===== src/rtl/delay_pkg.sv =====
// delay_pkg: shared FSM states and level width for the delay-line scheduler
package delay_pkg;
  localparam int DLY_W = 8;
  typedef enum logic [2:0] {S_IDLE, S_WRITE, S_SETTLE, S_DWELL, S_RESTORE} state_t;
endpackage


===== src/rtl/delay_sched_rr_arbiter.sv =====
// rr_arbiter: round-robin one-hot selector; search starts one past the last winner
// ports: req requests, upd advances the pointer past idx, sel/idx/any describe the winner
module rr_arbiter #(
  parameter int NREQ = 4,
  localparam int IW = NREQ > 1 ? $clog2(NREQ) : 1
) (
  input  logic            clk,
  input  logic            rst,
  input  logic [NREQ-1:0] req,
  input  logic            upd,
  output logic [NREQ-1:0] sel,
  output logic [IW-1:0]   idx,
  output logic            any
);
  logic [IW-1:0] ptr;
  always_comb begin
    idx = '0;
    any = 1'b0;
    for (int k = NREQ - 1; k >= 0; k--)
      if (req[(int'(ptr) + k) % NREQ]) begin
        idx = IW'((int'(ptr) + k) % NREQ);
        any = 1'b1;
      end
    sel = NREQ'(any) << idx;
  end
  always_ff @(posedge clk)
    if (rst) ptr <= '0;
    else if (upd) ptr <= IW'((int'(idx) + 1) % NREQ);
endmodule


===== src/rtl/delay_sched.sv =====
// delay_sched: arbitrates requester levels onto a shared programmable delay line
// ports: req/req_lvl requests in, gnt grant pulse, wr_comm/upr delay-line write,
// cur_lvl last written level, busy/settled status, err_range clamp pulse,
// sweep_start/sweep_done level sweep (compiled in only with DELAY_SWEEP_EN)
module delay_sched import delay_pkg::*; #(
  parameter int NREQ   = 4,
  parameter int SIZE   = 20,
  parameter int SETTLE = 2,
  parameter int DWELL  = 16
) (
  input  logic                  clk,
  input  logic                  rst,
  input  logic [NREQ-1:0]       req,
  input  logic [NREQ*DLY_W-1:0] req_lvl,
  input  logic                  sweep_start,
  output logic [NREQ-1:0]       gnt,
  output logic                  wr_comm,
  output logic [DLY_W-1:0]      upr,
  output logic [DLY_W-1:0]      cur_lvl,
  output logic                  busy,
  output logic                  settled,
  output logic                  err_range,
  output logic                  sweep_done
);
  localparam int IW = NREQ > 1 ? $clog2(NREQ) : 1;
  state_t            state;
  logic [15:0]       cnt;
  logic [NREQ-1:0]   arb_sel;
  logic [IW-1:0]     idx;
  logic              any, over, skip, upd;
  logic [DLY_W-1:0]  lvl_raw, lvl;
  rr_arbiter #(.NREQ(NREQ)) u_arb (
    .clk(clk),
    .rst(rst),
    .req(req),
    .upd(upd),
    .sel(arb_sel),
    .idx(idx),
    .any(any)
  );
  assign lvl_raw = req_lvl[idx*DLY_W +: DLY_W];
  assign over    = int'(lvl_raw) >= SIZE;
  assign lvl     = over ? DLY_W'(SIZE - 1) : lvl_raw;
  // the line already sits at this level, so grant without rewriting it
  assign skip    = lvl == cur_lvl && settled;
`ifdef DELAY_SWEEP_EN
  logic             sweeping, restoring;
  logic [DLY_W-1:0] sw_lvl, saved;
  assign upd = state == S_IDLE && any && !sweep_start;
`else
  logic unused_cfg;
  assign unused_cfg = sweep_start ^ (DWELL == 0);
  assign upd        = state == S_IDLE && any;
  assign sweep_done = 1'b0;
`endif
  always_ff @(posedge clk)
    if (rst) begin
      state     <= S_IDLE;
      cnt       <= '0;
      wr_comm   <= 1'b0;
      upr       <= '0;
      cur_lvl   <= '0;
      gnt       <= '0;
      busy      <= 1'b0;
      settled   <= 1'b0;
      err_range <= 1'b0;
`ifdef DELAY_SWEEP_EN
      sweep_done <= 1'b0;
      sweeping   <= 1'b0;
      restoring  <= 1'b0;
      sw_lvl     <= '0;
      saved      <= '0;
`endif
    end else begin
      wr_comm   <= 1'b0;
      gnt       <= '0;
      err_range <= 1'b0;
`ifdef DELAY_SWEEP_EN
      sweep_done <= 1'b0;
`endif
      case (state)
        S_IDLE:
`ifdef DELAY_SWEEP_EN
          if (sweep_start) begin
            state    <= S_WRITE;
            wr_comm  <= 1'b1;
            upr      <= '0;
            cur_lvl  <= '0;
            busy     <= 1'b1;
            settled  <= 1'b0;
            sweeping <= 1'b1;
            sw_lvl   <= '0;
            saved    <= cur_lvl;
          end else
`endif
          if (any) begin
            gnt       <= arb_sel;
            err_range <= over;
            if (!skip) begin
              state   <= S_WRITE;
              wr_comm <= 1'b1;
              upr     <= lvl;
              cur_lvl <= lvl;
              busy    <= 1'b1;
              settled <= 1'b0;
            end
          end
        S_WRITE, S_RESTORE: begin
          state <= S_SETTLE;
          cnt   <= '0;
        end
        S_SETTLE:
          if (cnt == 16'(SETTLE - 1)) begin
            cnt     <= '0;
            settled <= 1'b1;
`ifdef DELAY_SWEEP_EN
            if (sweeping && !restoring) state <= S_DWELL;
            else begin
              state      <= S_IDLE;
              busy       <= 1'b0;
              sweep_done <= restoring;
              sweeping   <= 1'b0;
              restoring  <= 1'b0;
            end
`else
            state <= S_IDLE;
            busy  <= 1'b0;
`endif
          end else cnt <= cnt + 16'd1;
`ifdef DELAY_SWEEP_EN
        S_DWELL:
          if (cnt == 16'(DWELL - 1)) begin
            cnt     <= '0;
            wr_comm <= 1'b1;
            settled <= 1'b0;
            if (sw_lvl == DLY_W'(SIZE - 1)) begin
              state     <= S_RESTORE;
              restoring <= 1'b1;
              upr       <= saved;
              cur_lvl   <= saved;
            end else begin
              state   <= S_WRITE;
              upr     <= sw_lvl + 8'd1;
              cur_lvl <= sw_lvl + 8'd1;
              sw_lvl  <= sw_lvl + 8'd1;
            end
          end else cnt <= cnt + 16'd1;
`endif
        default: begin
          state <= S_IDLE;
          busy  <= 1'b0;
        end
      endcase
    end
endmodule

===== config.mk =====
export PLATFORM = sky130hd
export DESIGN_NAME = delay_sched
export DESIGN_NICKNAME = d
export VERILOG_FILES = /design/src/rtl/delay_pkg.sv /design/src/rtl/delay_sched_rr_arbiter.sv /design/src/rtl/delay_sched.sv
export SDC_FILE = /design/constraint.sdc
export NUM_CORES = 1
export LEC_CHECK = 0
export ABC_CLOCK_PERIOD_IN_PS = 3300
export CORE_MARGIN = 5
export CORE_UTILIZATION = 30
export CTS_BUF_LIST = sky130_fd_sc_hd__clkbuf_16
export CTS_CLUSTER_DIAMETER = 200
export DETAILED_ROUTE_END_ITERATION = 8
export HOLD_SLACK_MARGIN = 0.08
export PLACE_DENSITY = 0.67
export SLEW_MARGIN = 20
export SYNTH_ARGS = -nofsm -noshare
export SYNTH_HDL_FRONTEND = slang
export SYNTH_HIERARCHICAL = 1
export SYNTH_SLANG_ARGS = --single-unit

===== constraint.sdc =====
create_clock -name clk -period 3.3 [get_ports clk]
set_clock_uncertainty 0.15 [all_clocks]
set_input_delay 0.825 -clock clk [delete_from_list [all_inputs] [get_ports clk]]
set_output_delay 0.825 -clock clk [all_outputs]
set_load 0.01 [all_outputs]

==> results of run 1 <==
-- per-layer routing --
metal	wire, µm	vias to the layer above	track usage (%)
li1	-	1004	-
met1	2377	901	14.54
met2	2521	51	21.66
met3	359	8	3.701
met4	85	0	4.762
met5	0	-	0
-- flip-flops by register name, indices dropped and copies added, names as in the netlist --
name       count
gnt            4
cur_lvl        8
cnt           16
settled        1
err_range      1
state          2
busy           1
wr_comm        1
u_arb/ptr      2
-- synth_stat cells (2+ instances only) --
| cell | count |
|---|---|
| inv_1 | 15 |
| a211oi_1 | 3 |
| nand3_1 | 6 |
| mux2i_1 | 10 |
| a21o_1 | 2 |
| mux4_2 | 3 |
| nand4_1 | 5 |
| and2_1 | 7 |
| clkbuf_1 | 4 |
| nor2b_1 | 3 |
| o211ai_1 | 7 |
| a21boi_0 | 2 |
| a21oi_1 | 13 |
| a31oi_1 | 3 |
| o21ai_0 | 3 |
| nor3_1 | 6 |
| nor3b_1 | 4 |
| nand2b_1 | 4 |
| buf_6 | 2 |
| nor2_1 | 24 |
| or3_1 | 2 |
| nand2_1 | 10 |
| nor4_1 | 4 |
| ha_1 | 6 |
| and3_1 | 5 |
| o31a_1 | 2 |
| dfxtp_1 | 36 |
| xor2_1 | 12 |
| xnor2_1 | 3 |
| nor4b_1 | 3 |
| buf_4 | 9 |
-- repair_timing --
| item | CTS | global route |
|---|---|---|
| pin swaps | 6 | 8 |
| endpoints found under the setup margin | 11 | 9 |
| endpoints found under the hold margin | 0 | 0 |
| resized for setup | 25 | 15 |
| buffers inserted | 3 | 3 |
| hold buffers | 0 | 0 |
-- final cells by class --
cell class | count | area, µm² | share of cell area [%]
inverter | 15 | 61.31 | 1.941
tap | 80 | 100.1 | 3.168
multi-input combinational | 169 | 1240 | 39.25
clock inverter | 2 | 8.758 | 0.2772
clock buffer | 5 | 125.1 | 3.960
sequential | 36 | 720.7 | 22.81
timing repair buffer | 97 | 903.4 | 28.59
-- power by group --
part           switching, µW  internal [µW]  leakage, µW
logic                    230            282     0.000846
clock network            162            271    0.0000709
registers               34.0            472     0.000293
-- worst max-delay path, stage by stage --
cell and delay, ns:
buf_8 0.10, inv_4 0.05, o221ai_2 0.10, a21oi_2 0.16, buf_6 0.14, mux4_2 0.53
or3_1 0.36, a22oi_1 0.15, a31o_2 0.12, nand4_1 0.09, buf_6 0.16, buf_6 0.12
a21bo_2 0.21, a21oi_2 0.12
-- kinds of logic after synthesis --
| family | after synthesis | share of synthesized area [%] |
|---|---|---|
| DFF | 36 | 34.85 |
| adders and majority gates | 6 | 3.630 |
| and+or+nand+nor | 88 | 23.05 |
| AOI/OAI and AO/OA | 46 | 15.61 |
| muxes | 13 | 8.106 |
| other | 1 | 0.1813 |
| buffers and inverters | 32 | 8.226 |
| xor gates and xnor gates | 15 | 6.352 |
-- worst paths after layout --
kind / startpoint / endpoint / slack (ns) / cells past startpoint
max: req[2] / cur_lvl[2] / 0.12 / 14
min: cur_lvl[7] / cur_lvl[7] / 0.35 / 1
max reg2reg: u_arb/ptr[0] / cur_lvl[2] / 0.25 / 13
min reg2reg: cur_lvl[7] / cur_lvl[7] / 0.35 / 1
-- per-stage QoR --
stage / cell area (µm²) / setup TNS [ns] / worst slack (ns) / hold WS (ns)
floorplan: 2097 / 0 / 0.001153 / 0.3191
global placement: 2917 / -6.271 / -0.6515 / 0.3328
detailed placement: 2917 / -6.634 / -0.7039 / 0.3511
CTS: 3084 / 0 / 0.001219 / 0.3590
global route: 3159 / -0.02005 / -0.01847 / 0.3775
finish: 3159 / 0 / 0.1206 / 0.3527
==> metrics.yaml, run 1 <==
synthesis:
  synth-seq-area-share_pct: 34.85
  synth.top_cell.area_share_pct: 34.85
  syn_area_per_cell_um2: 8.727
  synthArstFlopShare_pct: 0
  ys.flop_type: "dfxtp_1"
  synth_seq_cells: 36
  yosysWarningCount: 6
  syn_inst: 237
  ys_types: 50
  syn_area_mm2: 0.002068
  synth_nets: 282
  yosys.area.top_type: "dfxtp_1"
  synth_edf_count: 0
  synth_area_leaders: "dfxtp_1 35%, xor2_1 5.1%, mux2i_1 4.8%"
finish:
  layoutNonFillerInstCount: 404
  final_cell_mix: "57 x clkdlybuf4s50_1, 36 x dfxtp_1, 32 x buf_4, 24 x nor2_1, 14 x inv_1"
  diodes: 0
  fin_util_pct: 46.76
  drive_gt1_share_pct: 20.68
  area.growth.synth_to_final_pct: 52.75
  mostFrequentLayoutCell: "clkdlybuf4s50_1"
  nets: 369
  n_fill_cell: 644
outcome:
  outcome: "complete, no violations"
place:
  hpwl_mm: 3.905
  io_buffers: 61
  place.gp.congestion: 0.7741
  placed_cells: 391
timing:
  setup-violations-final: 0
  fin_crit_ns: 3.179
  timing.fmax_ghz: 0.3145
  slew_headroom_pct: 66.04
  finalCritPeriodShare_pct: 96.34
  slew_viol_final: 0
  tightest_slew_ns: 0.5094
  rsz0062_at_grt: "true"
  hold_violations: 0
clocking:
  clockBufferDepth: 2
  cts_tree: "yes"
  path_clk_slew_ns: 0.05
  numCtsBuffers: 5
  cts-root-buf: "clkbuf_16"
  cts.sinks: 36
  htree_levels: 2
  clkLatencyLatePin_ns: 0.28
drt:
  via_per_inst: 4.861
  routed_wl_mm: 5.343
  num_vias: 1964
  avgRoutedWirePerCell_um: 13.23
  drcViolationCount: 0
  dr.pass1.iters: 4
  drtIter0Drc: 94
  postRouteAntennaNets: 0
floorplanning:
  start_util_pct: 30.61
  core_area_mm2: 0.006756
  die_area_mm2: 0.008655
  fp-row-count: 30
  fp.dieW_um: 93.03
  io-pin-count: 64
  die_h_um: 93.03
global_routing:
  grt_first_pass_wirelength_mm: 8.942
  first_global_vias: 1939
  grt_usage_pct: 12.53
  grt_overflow_total: 0
  antenna_found_initial: 0
  grt_max_degree: 17
worst_setup_path:
  cp-end-kind: "flip-flop"
  cp_data_required_time_ns: 3.36
  critical_path_arrival_ns: 3.24
  critPathMaxFanout: 6
  crit_type: "in2reg"
  cp-start-kind: "input pin"
worst_hold_path:
  hp-class: "reg2reg"
power_and_ir_drop:
  finalPower_uw: 1450
  power.leakage_uw: 0.001211
  power_density_mw_per_mm2: 459.0
  peakVddDrop_mv: 0.1640
flow_run:
  maxCapViolCount: 0
Note: power is estimated with default switching activity, not from simulation.
==> inputs of run 2 (changes only) <==
--- a/config.mk
+++ b/config.mk
@@ -6,6 +6,7 @@
 export NUM_CORES = 1
 export LEC_CHECK = 0
 export ABC_CLOCK_PERIOD_IN_PS = 3300
+export CORE_ASPECT_RATIO = 0.9
 export CORE_MARGIN = 5
 export CORE_UTILIZATION = 30
 export CTS_BUF_LIST = sky130_fd_sc_hd__clkbuf_16
==> run 2 against run 1 <==
Against the previous run:
- worst setup slack got worse by 0.083 ns
- combinational power grew 9.4%
- core utilization grew 2.1 points
- first-iteration DRC count down 39%
- sequential power about the same
- via count rose by 1.4%
- critical endpoint is now cur_lvl[4]
- die area is essentially flat
- design area rose by 2.9%
- global-route usage grew 0.23 points
- sequential cell count is the same
- fmax fell by 2.5%
- highest routed layer unchanged
- count of clock-buffer cells in the layout is the same
==> metrics.yaml, run 2 (synthesized netlist as in run 1, its figures left out) <==
floorplanning:
  fp-row-count: 28
  start_util_pct: 31.07
  fp.dieW_um: 97.52
  die_h_um: 88.77
  io-pin-count: 64
  die_area_mm2: 0.008657
  core_area_mm2: 0.006656
clocking:
  htree_levels: 2
  path_clk_slew_ns: 0.05
  cts.sinks: 36
  clockBufferDepth: 2
  cts-root-buf: "clkbuf_16"
  numCtsBuffers: 5
  holdBufCountCts: 0
  cts_tree: "yes"
  clkLatencyLatePin_ns: 0.28
timing:
  finalSetupTns_ns: 0
  setup-violations-final: 0
  fin_crit_ns: 3.262
  hold_violations: 0
  timing.fmax_ghz: 0.3066
  rsz0062_at_grt: "true"
  finalCritPeriodShare_pct: 98.85
  slew_viol_final: 0
drt:
  drcViolationCount: 0
  routed_wl_mm: 5.587
  avgRoutedWirePerCell_um: 13.46
  via_per_inst: 4.800
  num_vias: 1992
  postRouteAntennaNets: 0
  drtIter0Drc: 57
  dr.pass1.iters: 4
finish:
  top_register: "cnt"
  mostFrequentLayoutCell: "clkdlybuf4s50_1"
  largest_reg_flops: 16
  final_cell_mix: "57 x clkdlybuf4s50_1, 36 x dfxtp_1, 33 x buf_4, 24 x nor2_1, 14 x inv_1"
  top_regs: "cnt x16, cur_lvl x8, gnt x4"
  fin_util_pct: 48.83
  area.growth.synth_to_final_pct: 57.17
  drive_gt1_share_pct: 24.31
  diodes: 0
  nets: 369
worst_setup_path:
  r2r-start: "u_arb/ptr[0]"
  crit_chain: "buf_12, nand2b_4, o211ai_1, a21oi_2, buf_6, mux4_2, or3_4, a22oi_2, a31o_2, nand4_1, buf_6, and3_4, o21ba_4"
  cp_slowest_stage_delay_ns: 0.54
  crit_start: "req[0]"
  crit_path_frequent_cell: "buf_6"
  critPathMaxFanout: 6
  critical_path_arrival_ns: 3.28
  cp_data_required_time_ns: 3.32
  cp-end-kind: "flip-flop"
  timing.rr.end: "cur_lvl[4]"
  r2r_cells: 12
  endpoint: "cur_lvl[4]"
  ff2ff_setup_slack_ns: 0.18
  slowest_stage: "mux4_2"
  cp-start-kind: "input pin"
  crit_type: "in2reg"
worst_hold_path:
  hp-class: "reg2reg"
power_and_ir_drop:
  finalPower_uw: 1512
  peakVddDrop_mv: 0.2284
  power_density_mw_per_mm2: 465.3
  power.leakage_uw: 0.001224
global_routing:
  first_global_vias: 1970
  grt_max_degree: 15
  grt_usage_pct: 12.76
  grt_overflow_total: 0
  antenna_found_initial: 0
  grt_first_pass_wirelength_mm: 9.080
place:
  hpwl_mm: 4.190
  place.gp.congestion: 0.8334
  io_buffers: 61
outcome:
  outcome: "complete, no violations"
flow_run:
  maxCapViolCount: 0
==> run 2: changes by cell type in the layout (fill, tap and decap cells not counted), sizes merged <==
cell / before / now
clkinvlp: 0 / 1
==> run 2: layer usage <==
layer / vias up / wire, µm / share of wire (%) / track usage, %
met5: - / 0 / 0 / 0
li1: 1004 / - / - / -
met1: 943 / 2507 / 45 / 15.68
met4: 0 / 64 / 1.1 / 2.642
met2: 37 / 2836 / 51 / 23.21
met3: 8 / 178 / 3.2 / 2.837
==> run 2: how the worst min path moves through the flow <==
stage | cells past startpoint | to | startpoint | slack (ns)
2_1_floorplan | 2 | state[1] | state[1] | 0.32
3_3_place_gp | 2 | state[1] | state[1] | 0.33
3_5_place_dp | 1 | cur_lvl[6] | cur_lvl[6] | 0.34
4_1_cts | 2 | state[1] | state[1] | 0.35
5_1_grt | 1 | cur_lvl[6] | cur_lvl[6] | 0.39
6_report | 2 | state[1] | state[1] | 0.36
==> run 2: final cells by class <==
| class | instances | area (µm²) |
|---|---|---|
| clock inverter | 3 | 15.01 |
| tap | 90 | 112.6 |
| sequential | 36 | 720.7 |
| inverter | 15 | 58.81 |
| multi-input combinational | 169 | 1325 |
| clock buffer | 5 | 125.1 |
| timing repair buffer | 97 | 893.4 |
| fill | 643 | 3406 |
==> run 2: critical path, delay by kind of cell <==
family	cells	cell delay, ns
buf+inv	3	0.43
mux	1	0.54
simple gates	4	0.79
compound gates	5	0.69
==> run 2: metrics by stage <==
| step | hold WS, ns | cells | setup WS, ns | area (µm²) |
|---|---|---|---|---|
| after global placement | 0.3345 | 401 | -0.6834 | 2929 |
| after global routing | 0.3915 | 415 | -0.05669 | 3251 |
| after floorplan | 0.3191 | 237 | 0.001153 | 2097 |
| after CTS | 0.3547 | 413 | 0.009518 | 3114 |
| final | 0.3574 | 415 | 0.03792 | 3251 |
| after detailed placement | 0.3426 | 401 | -0.7436 | 2929 |
==> run 2: power breakdown <==
part	switching [µW]	total [µW]	internal (µW)
logic	246	560	314
registers	34.9	506	471
clock network	172	446	274
total	453	1510	1060
==> run 2: repair_timing <==
item / in CTS / in global routing
buffers inserted: 3 / 2
endpoints found under the setup margin: 11 / 11
hold endpoints to repair: 0 / 0
gates cloned: 1 / 0
resized for setup: 21 / 30
pin swaps: 5 / 12
==> inputs of run 3 (changes only) <==
--- a/config.mk
+++ b/config.mk
@@ -6,6 +6,7 @@
 export NUM_CORES = 1
 export LEC_CHECK = 0
 export ABC_CLOCK_PERIOD_IN_PS = 3300
+export CAP_MARGIN = 20
 export CORE_ASPECT_RATIO = 0.9
 export CORE_MARGIN = 5
 export CORE_UTILIZATION = 30
==> results of run 3 <==
No change in the layout: final DEF, timing and power equal those of run 2.
